===== config.mk =====
export PLATFORM = sky130hd
export DESIGN_NAME = pc_gen
export DESIGN_NICKNAME = d
export VERILOG_FILES = /design/src/rtl/pc_gen_pkg.sv /design/src/rtl/pc_ras.sv /design/src/rtl/pc_gen.sv
export SDC_FILE = /design/constraint.sdc
export NUM_CORES = 1
export LEC_CHECK = 0
export ABC_AREA = 0
export CAP_MARGIN = 0
export CORE_MARGIN = 2
export CORE_UTILIZATION = 40
export DETAILED_ROUTE_END_ITERATION = 10
export GPL_ROUTABILITY_DRIVEN = 1
export HOLD_SLACK_MARGIN = 0.08
export MAX_ROUTING_LAYER = met4
export PLACE_DENSITY = 0.88
export SYNTH_ARGS = -nofsm -noshare
export SYNTH_HDL_FRONTEND = slang
export SYNTH_SLANG_ARGS = --single-unit

===== constraint.sdc =====
create_clock -name clk_i -period 5.6 [get_ports clk_i]
set_clock_uncertainty 0.05 [all_clocks]
set_input_delay 0.84 -clock clk_i [delete_from_list [all_inputs] [get_ports clk_i]]
set_output_delay 0.84 -clock clk_i [all_outputs]
set_load 0.01 [all_outputs]

===== src/rtl/pc_gen_pkg.sv =====
// Shared types and constants for the PC generator and its return-address stack.
package pc_gen_pkg;

    typedef enum logic [0:0] {
        ST_BOOT = 1'b0,
        ST_RUN  = 1'b1
    } state_t;

    localparam logic [2:0]  STEP_HALF          = 3'd2;
    localparam logic [2:0]  STEP_FULL          = 3'd4;
    localparam logic [31:0] DEFAULT_RESET_ADDR = 32'h0;

endpackage


===== src/rtl/pc_ras.sv =====
// Circular return-address stack; a push when full overwrites the oldest entry.
// Instantiated by pc_gen only when PC_GEN_RAS_EN is defined.
module pc_ras
#(
    parameter int unsigned ADDR_W    = 32,
    parameter int unsigned RAS_DEPTH = 4
) (
    input  logic              clk_i,
    input  logic              rst_i,
    input  logic              clear_i,
    input  logic              push_i,
    input  logic              pop_i,
    input  logic [ADDR_W-1:0] push_addr_i,
    output logic [ADDR_W-1:0] top_o,
    output logic              empty_o
);

    localparam int unsigned    PTR_W = $clog2(RAS_DEPTH);
    localparam logic [PTR_W:0] FULL  = (PTR_W + 1)'(RAS_DEPTH);

    logic [ADDR_W-1:0] mem [RAS_DEPTH];
    logic [PTR_W-1:0]  ptr_q;
    logic [PTR_W-1:0]  wr_ptr;
    logic [PTR_W:0]    count_q;

    // Pop+push replaces the top in place, so the write slot stays on the current top.
    assign wr_ptr  = pop_i ? ptr_q : ptr_q + 1'b1;
    assign top_o   = mem[ptr_q];
    assign empty_o = (count_q == '0);

    always_ff @(posedge clk_i or posedge rst_i) begin
        if (rst_i) begin
            ptr_q   <= '0;
            count_q <= '0;
        end else if (clear_i) begin
            ptr_q   <= '0;
            count_q <= '0;
        end else if (push_i) begin
            ptr_q <= wr_ptr;
            if (!pop_i && count_q != FULL) begin
                count_q <= count_q + 1'b1;
            end
        end else if (pop_i) begin
            ptr_q   <= ptr_q - 1'b1;
            count_q <= count_q - 1'b1;
        end
    end

    always_ff @(posedge clk_i) begin
        if (push_i && !clear_i) begin
            mem[wr_ptr] <= push_addr_i;
        end
    end

endmodule


===== src/rtl/pc_gen.sv =====
// Program-counter generator: boot/run sequencing, prioritised redirects and sequential stepping.
// Return-address-stack prediction is built only when PC_GEN_RAS_EN is defined.
module pc_gen
    import pc_gen_pkg::*;
#(
    parameter int unsigned       ADDR_W     = 32,
    parameter logic [ADDR_W-1:0] RESET_ADDR = ADDR_W'(DEFAULT_RESET_ADDR),
    parameter int unsigned       NUM_REDIR  = 2,
    parameter int unsigned       RAS_DEPTH  = 4
) (
    input  logic                             clk_i,
    input  logic                             rst_i,
    input  logic                             soft_rst_i,
    input  logic [NUM_REDIR-1:0]             redir_valid_i,
    input  logic [NUM_REDIR-1:0][ADDR_W-1:0] redir_addr_i,
    input  logic                             hold_i,
    input  logic                             fetch_ready_i,
    input  logic                             step2_i,
    input  logic                             call_i,
    input  logic                             ret_i,
    output logic [ADDR_W-1:0]                pc_o,
    output logic                             pc_valid_o,
    output logic                             redir_taken_o,
    output logic                             ras_empty_o,
    output logic                             ras_miss_o
);

    localparam logic [ADDR_W-1:0] EVEN_MASK = ~ADDR_W'(1);
    localparam logic [ADDR_W-1:0] RESET_PC  = RESET_ADDR & EVEN_MASK;

    state_t            state_q;
    logic [ADDR_W-1:0] pc_q;
    logic [ADDR_W-1:0] pc_d;
    logic [ADDR_W-1:0] step;
    logic [ADDR_W-1:0] redir_addr;
    logic [ADDR_W-1:0] ras_top;
    logic              redir_any;
    logic              advance;
    logic              ras_empty;
    logic              ras_hit;
    logic              miss_d;
    logic              redir_taken_q;
    logic              ras_miss_q;

    assign pc_valid_o = (state_q == ST_RUN);
    assign advance    = pc_valid_o && fetch_ready_i && !hold_i;
    assign step       = ADDR_W'(step2_i ? STEP_HALF : STEP_FULL);
    assign ras_hit    = advance && ret_i && !ras_empty;

    always_comb begin
        redir_any  = 1'b0;
        redir_addr = '0;
        for (int unsigned i = 0; i < NUM_REDIR; i++) begin
            if (redir_valid_i[i] && !redir_any) begin
                redir_any  = 1'b1;
                redir_addr = redir_addr_i[i];
            end
        end
    end

    always_comb begin
        pc_d = pc_q;
        if (soft_rst_i) begin
            pc_d = RESET_PC;
        end else if (redir_any) begin
            pc_d = redir_addr & EVEN_MASK;
        end else if (ras_hit) begin
            pc_d = ras_top & EVEN_MASK;
        end else if (advance) begin
            pc_d = pc_q + step;
        end
    end

`ifdef PC_GEN_RAS_EN
    logic ras_quiet;
    logic ras_push;
    logic ras_pop;

    // A redirect or soft reset overrides the fetch, so its call/return hints must not touch the stack.
    assign ras_quiet = soft_rst_i || redir_any;
    assign ras_push  = advance && call_i && !ras_quiet;
    assign ras_pop   = ras_hit && !ras_quiet;
    assign miss_d    = advance && ret_i && ras_empty && !ras_quiet;

    pc_ras #(
        .ADDR_W    (ADDR_W),
        .RAS_DEPTH (RAS_DEPTH)
    ) u_ras (
        .clk_i       (clk_i),
        .rst_i       (rst_i),
        .clear_i     (soft_rst_i),
        .push_i      (ras_push),
        .pop_i       (ras_pop),
        .push_addr_i (pc_q + step),
        .top_o       (ras_top),
        .empty_o     (ras_empty)
    );
`else
    logic unused_call;

    assign unused_call = call_i;
    assign ras_top     = '0;
    assign ras_empty   = 1'b1;
    assign miss_d      = 1'b0;
`endif

    always_ff @(posedge clk_i or posedge rst_i) begin
        if (rst_i) begin
            state_q       <= ST_BOOT;
            pc_q          <= RESET_PC;
            redir_taken_q <= 1'b0;
            ras_miss_q    <= 1'b0;
        end else begin
            state_q       <= soft_rst_i ? ST_BOOT : ST_RUN;
            pc_q          <= pc_d;
            redir_taken_q <= redir_any && !soft_rst_i;
            ras_miss_q    <= miss_d;
        end
    end

    assign pc_o          = pc_q;
    assign redir_taken_o = redir_taken_q;
    assign ras_empty_o   = ras_empty;
    assign ras_miss_o    = ras_miss_q;

endmodule


==> results.md <==
- GPL Wtd Cong: approximately 0.9
- RSZ-0062 raised after global routing: false
- DRT iter0 DRCs: 268
- Via count: between 3000 and 4000
- # rows: 29
- Die Wd: approximately 84 microns
- WL final: 8670 microns
- IO Pins: 110
- Reg-to-reg critical path endpoint: pc_o[25]
- Max-slew violations: 0
- Pwr/cell area: just under 200 nW/um^2
- GRT Util Overall: 0.252
- Number of setup violations in the final report: 0
- HP Start: pc_o[31]
- Reg clk slew, reported paths: 0.07 ns
- CTS tree: built
- Full die area: 7000 sq um
- Stages on worst setup path: 9
- #FFs+latches synth: 33
- Sequential area share after synthesis: 0.325
- CP max-delay cell: clkdlybuf4s50_1
- CTS H-tree lvls: 2
- Initial Utilization: 0.407
- Worst setup SP type: input pin
- P&R area growth vs syn: 44.4%
- Worst-Margin Slew: about 1.1 ns
- Synth top area cells: dfrtp_1, o22ai_1, nor2_1
- Clk root buf: clkbuf_8
- Worst skew pair latency: 0.28 ns
- Worst Path Required: ~5.8 ns
- Vias in the first global route: between 3000 and 4000
- Synth area leader: dfrtp_1
- Fraction of layout cells with a size suffix above 1: 0.0490
- Min-Delay Endpoint: pc_o[31]
- Clock Sinks: 33
- Ant diodes: 0
- Top cell type's share of synthesized area: 0.325
- DRT Pass-1 Iters: 5
- Remaining antenna violation count after routing: 0
- Kind of critical path: in2reg
- Port Buffer Count: 102
- Buf/Inv on CP: 2
- Global route total overflow: 0
- First-pass GRT wire length: roughly 14000 microns
- Period Utilization, post-route: 0.663
- Final worst path period need: ~3.7 ns
- CP top delay family: simple AND/OR/NAND/NOR gates
- Most used flip-flop cell after synthesis: dfrtp_1
- FFs w/ async S/R, synth: 1.00
- Hold Path Class: reg2reg
- Nets: ~490
- Post-CTS Setup Repair Bufs: 0
- R2r setup slk: 2.65 ns
- Max_cap viols: 0
- Final Util: 0.588
- CP Capture Type: flop
- Fmax achieved: 0.269 GHz
- Number of synthesis warnings: 0
- Endpoints failing hold: 0
- Routed len/inst: 17.9 microns
- Via density: about 6.2
- Cts bufs inserted: 5
- Worst Path Max Fanout: 10
- Hold Path Depth: 1
- Slew HR: 0.248
- Die Ht: ~84 microns
- Mapped Cells: 316
- R2r startpoint: pc_o[1]
- Post-CTS Resized: 0
- Number of remaining DRC errors: 0
- CP Cell Sequence: clkdlybuf4s50_1 > ha_1 > inv_1 > fa_1 > and4b_4 > nand4_4 > or4_1 > or4_1 > nand3_1
- Status: complete, no violations
- Largest net degree at the start of global routing: 34
- Cell variety after synth: 58
- Pleak: about 0.0014 uW
- Area of the mapped netlist: between 2000 and 3000 sq um
- Core Area: roughly 6200 sq um
- CTS Buffer Depth: 2
- HPWL after detailed placement: approximately 6300 microns
- Mean post-synth cell area: between 8 and 9 sq um
- FF-to-FF path depth: 8
- Number of flops mapped to enable cells by yosys: 0
- Hold_buf cts: 0
- Cell repeated most along the worst path: or4_1
- Fillers: roughly 600
- Initial antenna violation count: 0
- CP Data Arrival Time: between 3 and 4 ns
- Slowest stage delay, CP: about 0.55 ns
- Maximum vdd ir drop: 0.102 mV
- Setup TNS: 0 ns
[registers in the layout, summed over array words and instances, names as in the netlist]
register       count
pc_o              31
pc_valid_o         1
redir_taken_o      1
[synthesized netlist by cell type, types with 2 or more instances]
cell      instances
nor2_1           35
dfrtp_1          33
nand2_1          24
o22ai_1          22
o21ai_0          18
nand3_1          16
a21oi_1          15
clkbuf_1         13
a22o_1           12
inv_1            10
nor3_1            9
a21o_1            8
o31ai_1           8
o211ai_1          7
a211oi_1          6
a22oi_1           6
and3_1            5
nand4_1           5
o221ai_1          5
buf_4             4
buf_2             3
mux2i_1           3
nand2b_1          3
o22a_1            3
or3_1             3
a311oi_1          2
a31oi_1           2
conb_1            2
ha_1              2
nor4_1            2
o21a_1            2
or4_1             2
[cell type report]
class | count | area [sq um] | share of cell area
clock buffer | 5 | 68.8 | 0.0188
timing repair buffer | 106 | 1050 | 0.287
tap | 77 | 96.3 | 0.0263
clock inverter | 1 | 5.00 | 0.00136
multi-input combinational | 252 | 1580 | 0.431
sequential | 33 | 826 | 0.225
inverter | 11 | 41.3 | 0.0113
[routing by layer]
metal	share of wire	track usage	vias up
met5	0	-	-
met4	0.020	0.0806	0
met3	0.072	0.0544	22
met2	0.50	0.424	147
met1	0.41	0.301	1466
li1	-	-	1395
[through the flow]
| stage | hold WS, ns | cells | area [sq um] | total power, uW | setup WS (ns) |
|---|---|---|---|---|---|
| 6_report | 0.494 | 485 | 3670 | 712 | 1.89 |
| 5_1_grt | 0.518 | 485 | 3670 | 747 | 1.80 |
| 4_1_cts | 0.493 | 485 | 3670 | 710 | 1.93 |
| 3_5_place_dp | 0.471 | 479 | 3590 | 545 | 1.65 |
| 3_3_place_gp | 0.464 | 479 | 3590 | 535 | 1.74 |
| 2_1_floorplan | 0.499 | 317 | 2540 | 411 | 2.52 |
[cell families (layout without fill, tap and decap cells)]
group	count (synthesis)	in the layout	share of synthesized area
AOI/OAI and AO/OA	123	123	0.333
and+or+nand+nor	119	119	0.251
DFF	33	33	0.325
buffers and inverters	32	123	0.0547
adders and majority gates	3	3	0.0177
muxes	3	3	0.0118
other	2	3	0.00296
xor gates and xnor gates	1	1	0.00345
[worst max path at each step]
stage | start | endpoint | slack [ns]
global placement | step2_i | pc_o[25] | 1.74
detailed placement | step2_i | pc_o[25] | 1.65
global route | step2_i | pc_o[25] | 1.80
finish | step2_i | pc_o[25] | 1.89
CTS | step2_i | pc_o[25] | 1.93
floorplan | step2_i | pc_o[25] | 2.52
[worst register-to-register path: stages (launching register included)]
cell and delay [ns]:
dfrtp_1 0.37, ha_1 0.21, inv_1 0.07, fa_1 0.46, and4b_4 0.43, nand4_4 0.21
or4_1 0.50, or4_1 0.49, nand3_1 0.10
[placed cells by master (no fill, tap or decap), types with 4 or more instances in the layout]
cell type	count
nand3_1	16
a21oi_1	15
a22oi_1	6
a21o_1	8
inv_1	10
clkbuf_8	5
buf_4	4
nor3_1	9
and3_1	5
o31ai_1	8
o21ai_0	18
clkdlybuf4s50_1	102
a211oi_1	6
o221ai_1	5
o211ai_1	7
dfrtp_1	33
nand4_1	5
a22o_1	12
o22ai_1	22
nand2_1	24
nor2_1	35
[power by group]
group,internal (uW),leakage (uW),switching [uW]
logic,134,0.000986,105
registers,263,0.000422,41.2
clock network,81.8,0.0000399,86.2
No activity file was read; power rests on OpenSTA's default activity.
